[src/rtl/bp_cce_lite_req_responder.sv]
// bp_cce_lite_req_responder
//
// Non-coherent home agent for the LCE request channel. It takes one LCE
// request at a time, issues the matching memory command, waits for the
// memory response and returns the LCE command that completes the request
// (a data fill, uncached data or uncached-store-done). There is no
// directory and no invalidation traffic, so this is only suitable for a
// single LCE or for I/O configurations.
//
// Ports
//   clk_i            clock
//   reset_n_i        asynchronous active-low reset
//   cce_id_i         this CCE's id, used as src_id on LCE commands
//   lce_req_i/_v_i   packed LCE request, valid       (ready->valid)
//   lce_req_ready_o  request ready
//   mem_cmd_o/_v_o   packed memory command, valid    (ready->valid)
//   mem_cmd_ready_i  memory command ready
//   mem_resp_i/_v_i  packed memory response, valid   (valid->yumi)
//   mem_resp_yumi_o  memory response consumed
//   lce_cmd_o/_v_o   packed LCE command, valid       (ready->valid)
//   lce_cmd_ready_i  LCE command ready
//   busy_o           a transaction is in flight
module bp_cce_lite_req_responder #(
  parameter int cce_id_width_p    = 2,
  parameter int lce_id_width_p    = 2,
  parameter int paddr_width_p     = 32,
  parameter int lce_assoc_p       = 8,
  parameter int cce_block_width_p = 512,
  parameter int dword_width_p     = 64,
  parameter int block_width_p     = cce_block_width_p,
  localparam int lg_block_size_in_bytes_lp = $clog2(block_width_p / 8),
  localparam int lg_lce_assoc_lp = $clog2(lce_assoc_p),
  localparam int lce_cce_req_width_lp = cce_id_width_p + lce_id_width_p + 3 + 1
                                        + lg_lce_assoc_lp + 3 + paddr_width_p + dword_width_p,
  localparam int cce_mem_msg_width_lp = 4 + paddr_width_p + 3 + lce_id_width_p
                                        + lg_lce_assoc_lp + block_width_p,
  localparam int lce_cmd_width_lp = lce_id_width_p + cce_id_width_p + 4 + lg_lce_assoc_lp
                                    + 3 + paddr_width_p + block_width_p
) (
  input  logic                            clk_i,
  input  logic                            reset_n_i,
  input  logic [cce_id_width_p-1:0]       cce_id_i,
  input  logic [lce_cce_req_width_lp-1:0] lce_req_i,
  input  logic                            lce_req_v_i,
  output logic                            lce_req_ready_o,
  output logic [cce_mem_msg_width_lp-1:0] mem_cmd_o,
  output logic                            mem_cmd_v_o,
  input  logic                            mem_cmd_ready_i,
  input  logic [cce_mem_msg_width_lp-1:0] mem_resp_i,
  input  logic                            mem_resp_v_i,
  output logic                            mem_resp_yumi_o,
  output logic [lce_cmd_width_lp-1:0]     lce_cmd_o,
  output logic                            lce_cmd_v_o,
  input  logic                            lce_cmd_ready_i,
  output logic                            busy_o
);

  // LCE request message types
  localparam logic [2:0] e_lce_req_rd    = 3'd0;
  localparam logic [2:0] e_lce_req_wr    = 3'd1;
  localparam logic [2:0] e_lce_req_uc_rd = 3'd2;
  localparam logic [2:0] e_lce_req_uc_wr = 3'd3;

  // memory message types
  localparam logic [3:0] e_cce_mem_rd    = 4'd0;
  localparam logic [3:0] e_cce_mem_uc_rd = 4'd2;
  localparam logic [3:0] e_cce_mem_uc_wr = 4'd3;

  // LCE command message types
  localparam logic [3:0] e_lce_cmd_uc_st_done = 4'd7;
  localparam logic [3:0] e_lce_cmd_data       = 4'd8;
  localparam logic [3:0] e_lce_cmd_uc_data    = 4'd9;

  // coherence states
  localparam logic [2:0] e_coh_i = 3'b000;
  localparam logic [2:0] e_coh_s = 3'b001;
  localparam logic [2:0] e_coh_e = 3'b010;
  localparam logic [2:0] e_coh_m = 3'b110;

  // sizes are encoded as log2(bytes), so a full block is lg_block_size
  localparam logic [2:0] block_size_lp = 3'(lg_block_size_in_bytes_lp);
  localparam logic [paddr_width_p-1:0] block_offset_mask_lp =
    paddr_width_p'((64'd1 << lg_block_size_in_bytes_lp) - 64'd1);

  typedef struct packed {
    logic [cce_id_width_p-1:0]  dst_id;
    logic [lce_id_width_p-1:0]  src_id;
    logic [2:0]                 msg_type;
    logic                       non_exclusive;
    logic [lg_lce_assoc_lp-1:0] lru_way_id;
    logic [2:0]                 size;
    logic [paddr_width_p-1:0]   addr;
    logic [dword_width_p-1:0]   data;
  } lce_cce_req_s;

  typedef struct packed {
    logic [3:0]                 msg_type;
    logic [paddr_width_p-1:0]   addr;
    logic [2:0]                 size;
    logic [lce_id_width_p-1:0]  lce_id;
    logic [lg_lce_assoc_lp-1:0] way_id;
    logic [block_width_p-1:0]   data;
  } cce_mem_msg_s;

  typedef struct packed {
    logic [lce_id_width_p-1:0]  dst_id;
    logic [cce_id_width_p-1:0]  src_id;
    logic [3:0]                 msg_type;
    logic [lg_lce_assoc_lp-1:0] way_id;
    logic [2:0]                 state;
    logic [paddr_width_p-1:0]   addr;
    logic [block_width_p-1:0]   data;
  } lce_cmd_s;

  typedef enum logic [1:0] {
    e_reset        = 2'd0,
    e_ready        = 2'd1,
    e_send_mem_cmd = 2'd2,
    e_send_lce_cmd = 2'd3
  } state_e;

  state_e       state_r, state_next_s;
  lce_cce_req_s req_r, req_next_s, req_in_s;
  cce_mem_msg_s mem_cmd_s, mem_resp_s;
  lce_cmd_s     lce_cmd_s_s;
  logic         req_known_s;
  logic         unused_s;

  assign req_in_s   = lce_req_i;
  assign mem_resp_s = mem_resp_i;
  assign req_known_s = (req_in_s.msg_type <= e_lce_req_uc_wr);

  // fields of the response the LCE command does not need
  assign unused_s = ^{mem_resp_s.msg_type, mem_resp_s.size, mem_resp_s.lce_id,
                      mem_resp_s.way_id, req_r.dst_id};

  // state and captured request registers
  always_ff @(posedge clk_i or negedge reset_n_i) begin
    if (!reset_n_i) begin
      state_r <= e_reset;
      req_r   <= '0;
    end else begin
      state_r <= state_next_s;
      req_r   <= req_next_s;
    end
  end

  // next-state and handshake outputs
  always_comb begin
    state_next_s    = state_r;
    req_next_s      = req_r;
    lce_req_ready_o = 1'b0;
    mem_cmd_v_o     = 1'b0;
    mem_resp_yumi_o = 1'b0;
    lce_cmd_v_o     = 1'b0;
    busy_o          = 1'b0;
    case (state_r)
      e_reset: begin
        state_next_s = e_ready;
      end
      e_ready: begin
        lce_req_ready_o = 1'b1;
        // unknown request types are consumed here and never reach memory
        if (lce_req_v_i && req_known_s) begin
          req_next_s   = req_in_s;
          state_next_s = e_send_mem_cmd;
        end else begin
          state_next_s = e_ready;
        end
      end
      e_send_mem_cmd: begin
        mem_cmd_v_o = 1'b1;
        busy_o      = 1'b1;
        if (mem_cmd_ready_i) begin
          state_next_s = e_send_lce_cmd;
        end else begin
          state_next_s = e_send_mem_cmd;
        end
      end
      e_send_lce_cmd: begin
        // response is passed straight through; it is only consumed when
        // the LCE command is accepted in the same cycle
        busy_o      = 1'b1;
        lce_cmd_v_o = mem_resp_v_i;
        if (mem_resp_v_i && lce_cmd_ready_i) begin
          mem_resp_yumi_o = 1'b1;
          state_next_s    = e_ready;
        end else begin
          state_next_s = e_send_lce_cmd;
        end
      end
      default: begin
        state_next_s = e_reset;
      end
    endcase
  end

  // memory command built from the captured request
  always_comb begin
    mem_cmd_s        = '0;
    mem_cmd_s.addr   = req_r.addr;
    mem_cmd_s.size   = req_r.size;
    mem_cmd_s.lce_id = req_r.src_id;
    mem_cmd_s.way_id = req_r.lru_way_id;
    case (req_r.msg_type)
      e_lce_req_rd, e_lce_req_wr: begin
        // cached writes allocate, so both fetch the whole aligned block
        mem_cmd_s.msg_type = e_cce_mem_rd;
        mem_cmd_s.addr     = req_r.addr & ~block_offset_mask_lp;
        mem_cmd_s.size     = block_size_lp;
      end
      e_lce_req_uc_rd: begin
        mem_cmd_s.msg_type = e_cce_mem_uc_rd;
      end
      e_lce_req_uc_wr: begin
        mem_cmd_s.msg_type                 = e_cce_mem_uc_wr;
        mem_cmd_s.data[dword_width_p-1:0] = req_r.data;
      end
      default: begin
        mem_cmd_s.msg_type = e_cce_mem_rd;
      end
    endcase
  end

  // LCE command built from the captured request and the memory response
  always_comb begin
    lce_cmd_s_s        = '0;
    lce_cmd_s_s.dst_id = req_r.src_id;
    lce_cmd_s_s.src_id = cce_id_i;
    lce_cmd_s_s.addr   = mem_resp_s.addr;
    lce_cmd_s_s.way_id = req_r.lru_way_id;
    lce_cmd_s_s.state  = e_coh_i;
    case (req_r.msg_type)
      e_lce_req_rd: begin
        lce_cmd_s_s.msg_type = e_lce_cmd_data;
        lce_cmd_s_s.state    = req_r.non_exclusive ? e_coh_s : e_coh_e;
        lce_cmd_s_s.data     = mem_resp_s.data;
      end
      e_lce_req_wr: begin
        lce_cmd_s_s.msg_type = e_lce_cmd_data;
        lce_cmd_s_s.state    = e_coh_m;
        lce_cmd_s_s.data     = mem_resp_s.data;
      end
      e_lce_req_uc_rd: begin
        lce_cmd_s_s.msg_type = e_lce_cmd_uc_data;
        lce_cmd_s_s.data     = mem_resp_s.data;
      end
      e_lce_req_uc_wr: begin
        lce_cmd_s_s.msg_type = e_lce_cmd_uc_st_done;
      end
      default: begin
        lce_cmd_s_s.msg_type = e_lce_cmd_uc_st_done;
      end
    endcase
  end

  assign mem_cmd_o = mem_cmd_s;
  assign lce_cmd_o = lce_cmd_s_s;

endmodule

[config.mk]
export PLATFORM = sky130hd
export DESIGN_NAME = bp_cce_lite_req_responder
export DESIGN_NICKNAME = d
export VERILOG_FILES = /design/src/rtl/bp_cce_lite_req_responder.sv
export SDC_FILE = /design/constraint.sdc
export NUM_CORES = 1
export LEC_CHECK = 0
export ABC_AREA = 1
export CELL_PAD_IN_SITES_DETAIL_PLACEMENT = 0
export CELL_PAD_IN_SITES_GLOBAL_PLACEMENT = 1
export CORE_AREA = 5 5 692 694
export CTS_CLUSTER_SIZE = 16
export DETAILED_ROUTE_END_ITERATION = 12
export DIE_AREA = 0 0 697 699
export GPL_TIMING_DRIVEN = 1
export PLACE_DENSITY_LB_ADDON = 0.1
export SYNTH_ARGS = -nofsm -noshare
export SYNTH_HDL_FRONTEND = slang
export SYNTH_SLANG_ARGS = --single-unit
[constraint.sdc]
create_clock -name clk_i -period 1.35 [get_ports clk_i]
set_clock_uncertainty 0.15 [all_clocks]
set_input_delay 0.27 -clock clk_i [delete_from_list [all_inputs] [get_ports clk_i]]
set_output_delay 0.27 -clock clk_i [all_outputs]
set_load 0.02 [all_outputs]
==> results.ini <==
[sta]
period_minus_slack_ps=2650
fmax_mhz=377
hold_viol=0
finalCritPeriodShare_pct=197
setup_viol=745
slew_viol_final=0
rsz0062_at_grt=yes
setup_ws_ps=-1300

[floorplan]
die-height_um=699
core_mm2=0.473
die-area_mm2=0.487
num_rows=253
ios=1793
start_util_pct=2.78
die_w_um=697

[global_route]
grt_max_degree=38
overflow=0
grt_pass1_wl_um=285000
grt.total_usage_pct=9.38
first_global_vias=19047
grt_antenna_before_repair=259

[detailed_routing]
drc=0
vias_per_cell=1.83
drt-pass1-iter-count=4
vias=18307
detail-route-antenna-nets=0
wl_per_cell_um=24.0
drt-initial-drc-count=621
wirelength_um=240000

[layout]
mostFrequentLayoutCell=clkdlybuf4s50_1
stdcell_area_mm2=0.0417
nNetsFinal=4392
postLayoutCoreUtil_pct=8.82
multi_input_area_mm2=0.00948
final.fill_count=55246
drive_gt1_share_pct=42.0
area_growth_pct=217
final_cell_mix=648 x clkdlybuf4s50_1, 588 x inv_1, 539 x nor2_4
regArea_mm2=0.00275

[clocking]
cts_tree=built
clk_pin_slew_ps=110
cts_inserted_buffers=9
htree_levels=3
clkLatencyLatePin_ps=430
clockBufferDepth=2
cts_root_buf=clkbuf_16
cts.sinks=110

[power]
p_per_area_mw_per_mm2=1490
peakVddDrop_mv=0.630
p_leak_nw=17.7
finalPower_w=0.0622

[placed_design]
gp_congestion=0.859
place_area_mm2=0.0374
io_buffers=1260
pre_cts_ws_ps=-1380
place_hpwl_um=220000

[status]
status=finished, violations left
violations=setup timing

[hold_path]
hold_path_class=input port to register

[yosys]
syn_avg_cell_area_um2=5.83
yosysSeqAreaShare_pct=21.0
synth_cell_types=17
ys_warn_count=0
synth_cells=2251
syn-cell-area_mm2=0.0131
yosys_register_bits=110

[setup_path]
required_ps=930
start_kind=register
crit_fanout=7
cp.arrival_ps=2230
crit_path_end_kind=primary output
path_class=register to primary output

[flow_run]
cap_violations=0

-- area by class of cell --
type                    instances  area share (%)
well taps                    6247            18.8
inverters                     594            5.35
diodes                         27           0.162
clock inverters                 5           0.129
multi-input cells            1377            22.7
clock buffers                  11           0.582
flip-flops and latches        110            6.60
repair buffers               1626            45.7
-- kinds of logic after synthesis --
group	Yosys count	synth area share, %
AOI/OAI and AO/OA	3	0.114
buffers and inverters	1213	51.2
DFF	110	21.0
other	1	0.0286
and+or+nand+nor	924	27.6
-- per-stage QoR --
| stage | instances | hold WS [ps] | TNS (ps) |
|---|---|---|---|
| 5_1_grt | 9971 | 181 | -825130 |
| 2_1_floorplan | 2700 | -176 | -154410 |
| 4_1_cts | 9899 | 138 | -838510 |
| 6_report | 9997 | 223 | -703290 |
| 3_5_place_dp | 9774 | -45.3 | -735410 |
| 3_3_place_gp | 9774 | -53.1 | -757110 |
-- flip-flops by register name, indices dropped and copies added (netlist names) --
name and cells:
lce_cmd_o 5, state_r 2, req_r 103
-- synthesized netlist by cell type --
cell type | count | area share (%)
a21oi_1 | 1 | 0.038
buf_1 | 7 | 0.20
buf_2 | 20 | 0.76
buf_4 | 573 | 33
clkbuf_1 | 19 | 0.54
conb_1 | 1 | 0.029
dfrtp_1 | 110 | 21
inv_1 | 593 | 17
inv_2 | 1 | 0.029
nand2_1 | 220 | 6.3
nand2_4 | 1 | 0.086
nand3_1 | 107 | 4.1
nor2_1 | 592 | 17
nor2_4 | 2 | 0.17
o21ai_0 | 1 | 0.038
o21ai_1 | 1 | 0.038
or2_2 | 2 | 0.095
-- what timing repair did --
action	4_1_cts	5_1_grt
setup endpoints to repair	745	745
gates resized for setup	1512	503
setup buffers	86	72
hold buffers	2	0
hold endpoints to repair	110	0
pin swaps	14	48
gates cloned	22	16
-- path summary, 6_finish.rpt --
path | from | to | slack (ps) | depth (start not counted)
setup / recovery | req_r[104] | lce_cmd_o[415] | -1300 | 10
hold / removal | lce_req_i[100] | lce_cmd_o[548] | 220 | 3
setup reg to reg | state_r[0] | req_r[59] | -300 | 7
hold reg to reg | req_r[52] | req_r[52] | 330 | 2
max in group asynchronous | reset_n_i | req_r[43] | 290 | 3
min in group asynchronous | reset_n_i | req_r[29] | 240 | 3
-- metal layers --
| layer | vias to the layer above | wire [um] | track usage (%) |
|---|---|---|---|
| met5 | - | 589 | 0 |
| met4 | 92 | 3530 | 0.628 |
| met3 | 385 | 27500 | 5.12 |
| met2 | 1169 | 123000 | 17.4 |
| met1 | 8441 | 85000 | 9.60 |
| li1 | 8220 | - | - |
-- power by group --
group / internal [W] / switching, W
clock network: 0.00136 / 0.00197
registers: 0.00493 / 0.00102
logic: 0.0241 / 0.0289
-- critical path: stages, from the launching register on --
cell     delay, ps
dfrtp_1        420
inv_2           90
o21ai_4         60
buf_12         140
buf_16         170
buf_16         190
buf_16         150
buf_12         120
buf_8          120
nor2_4         130
buf_6          140
Power figures use the tool's default switching activity.
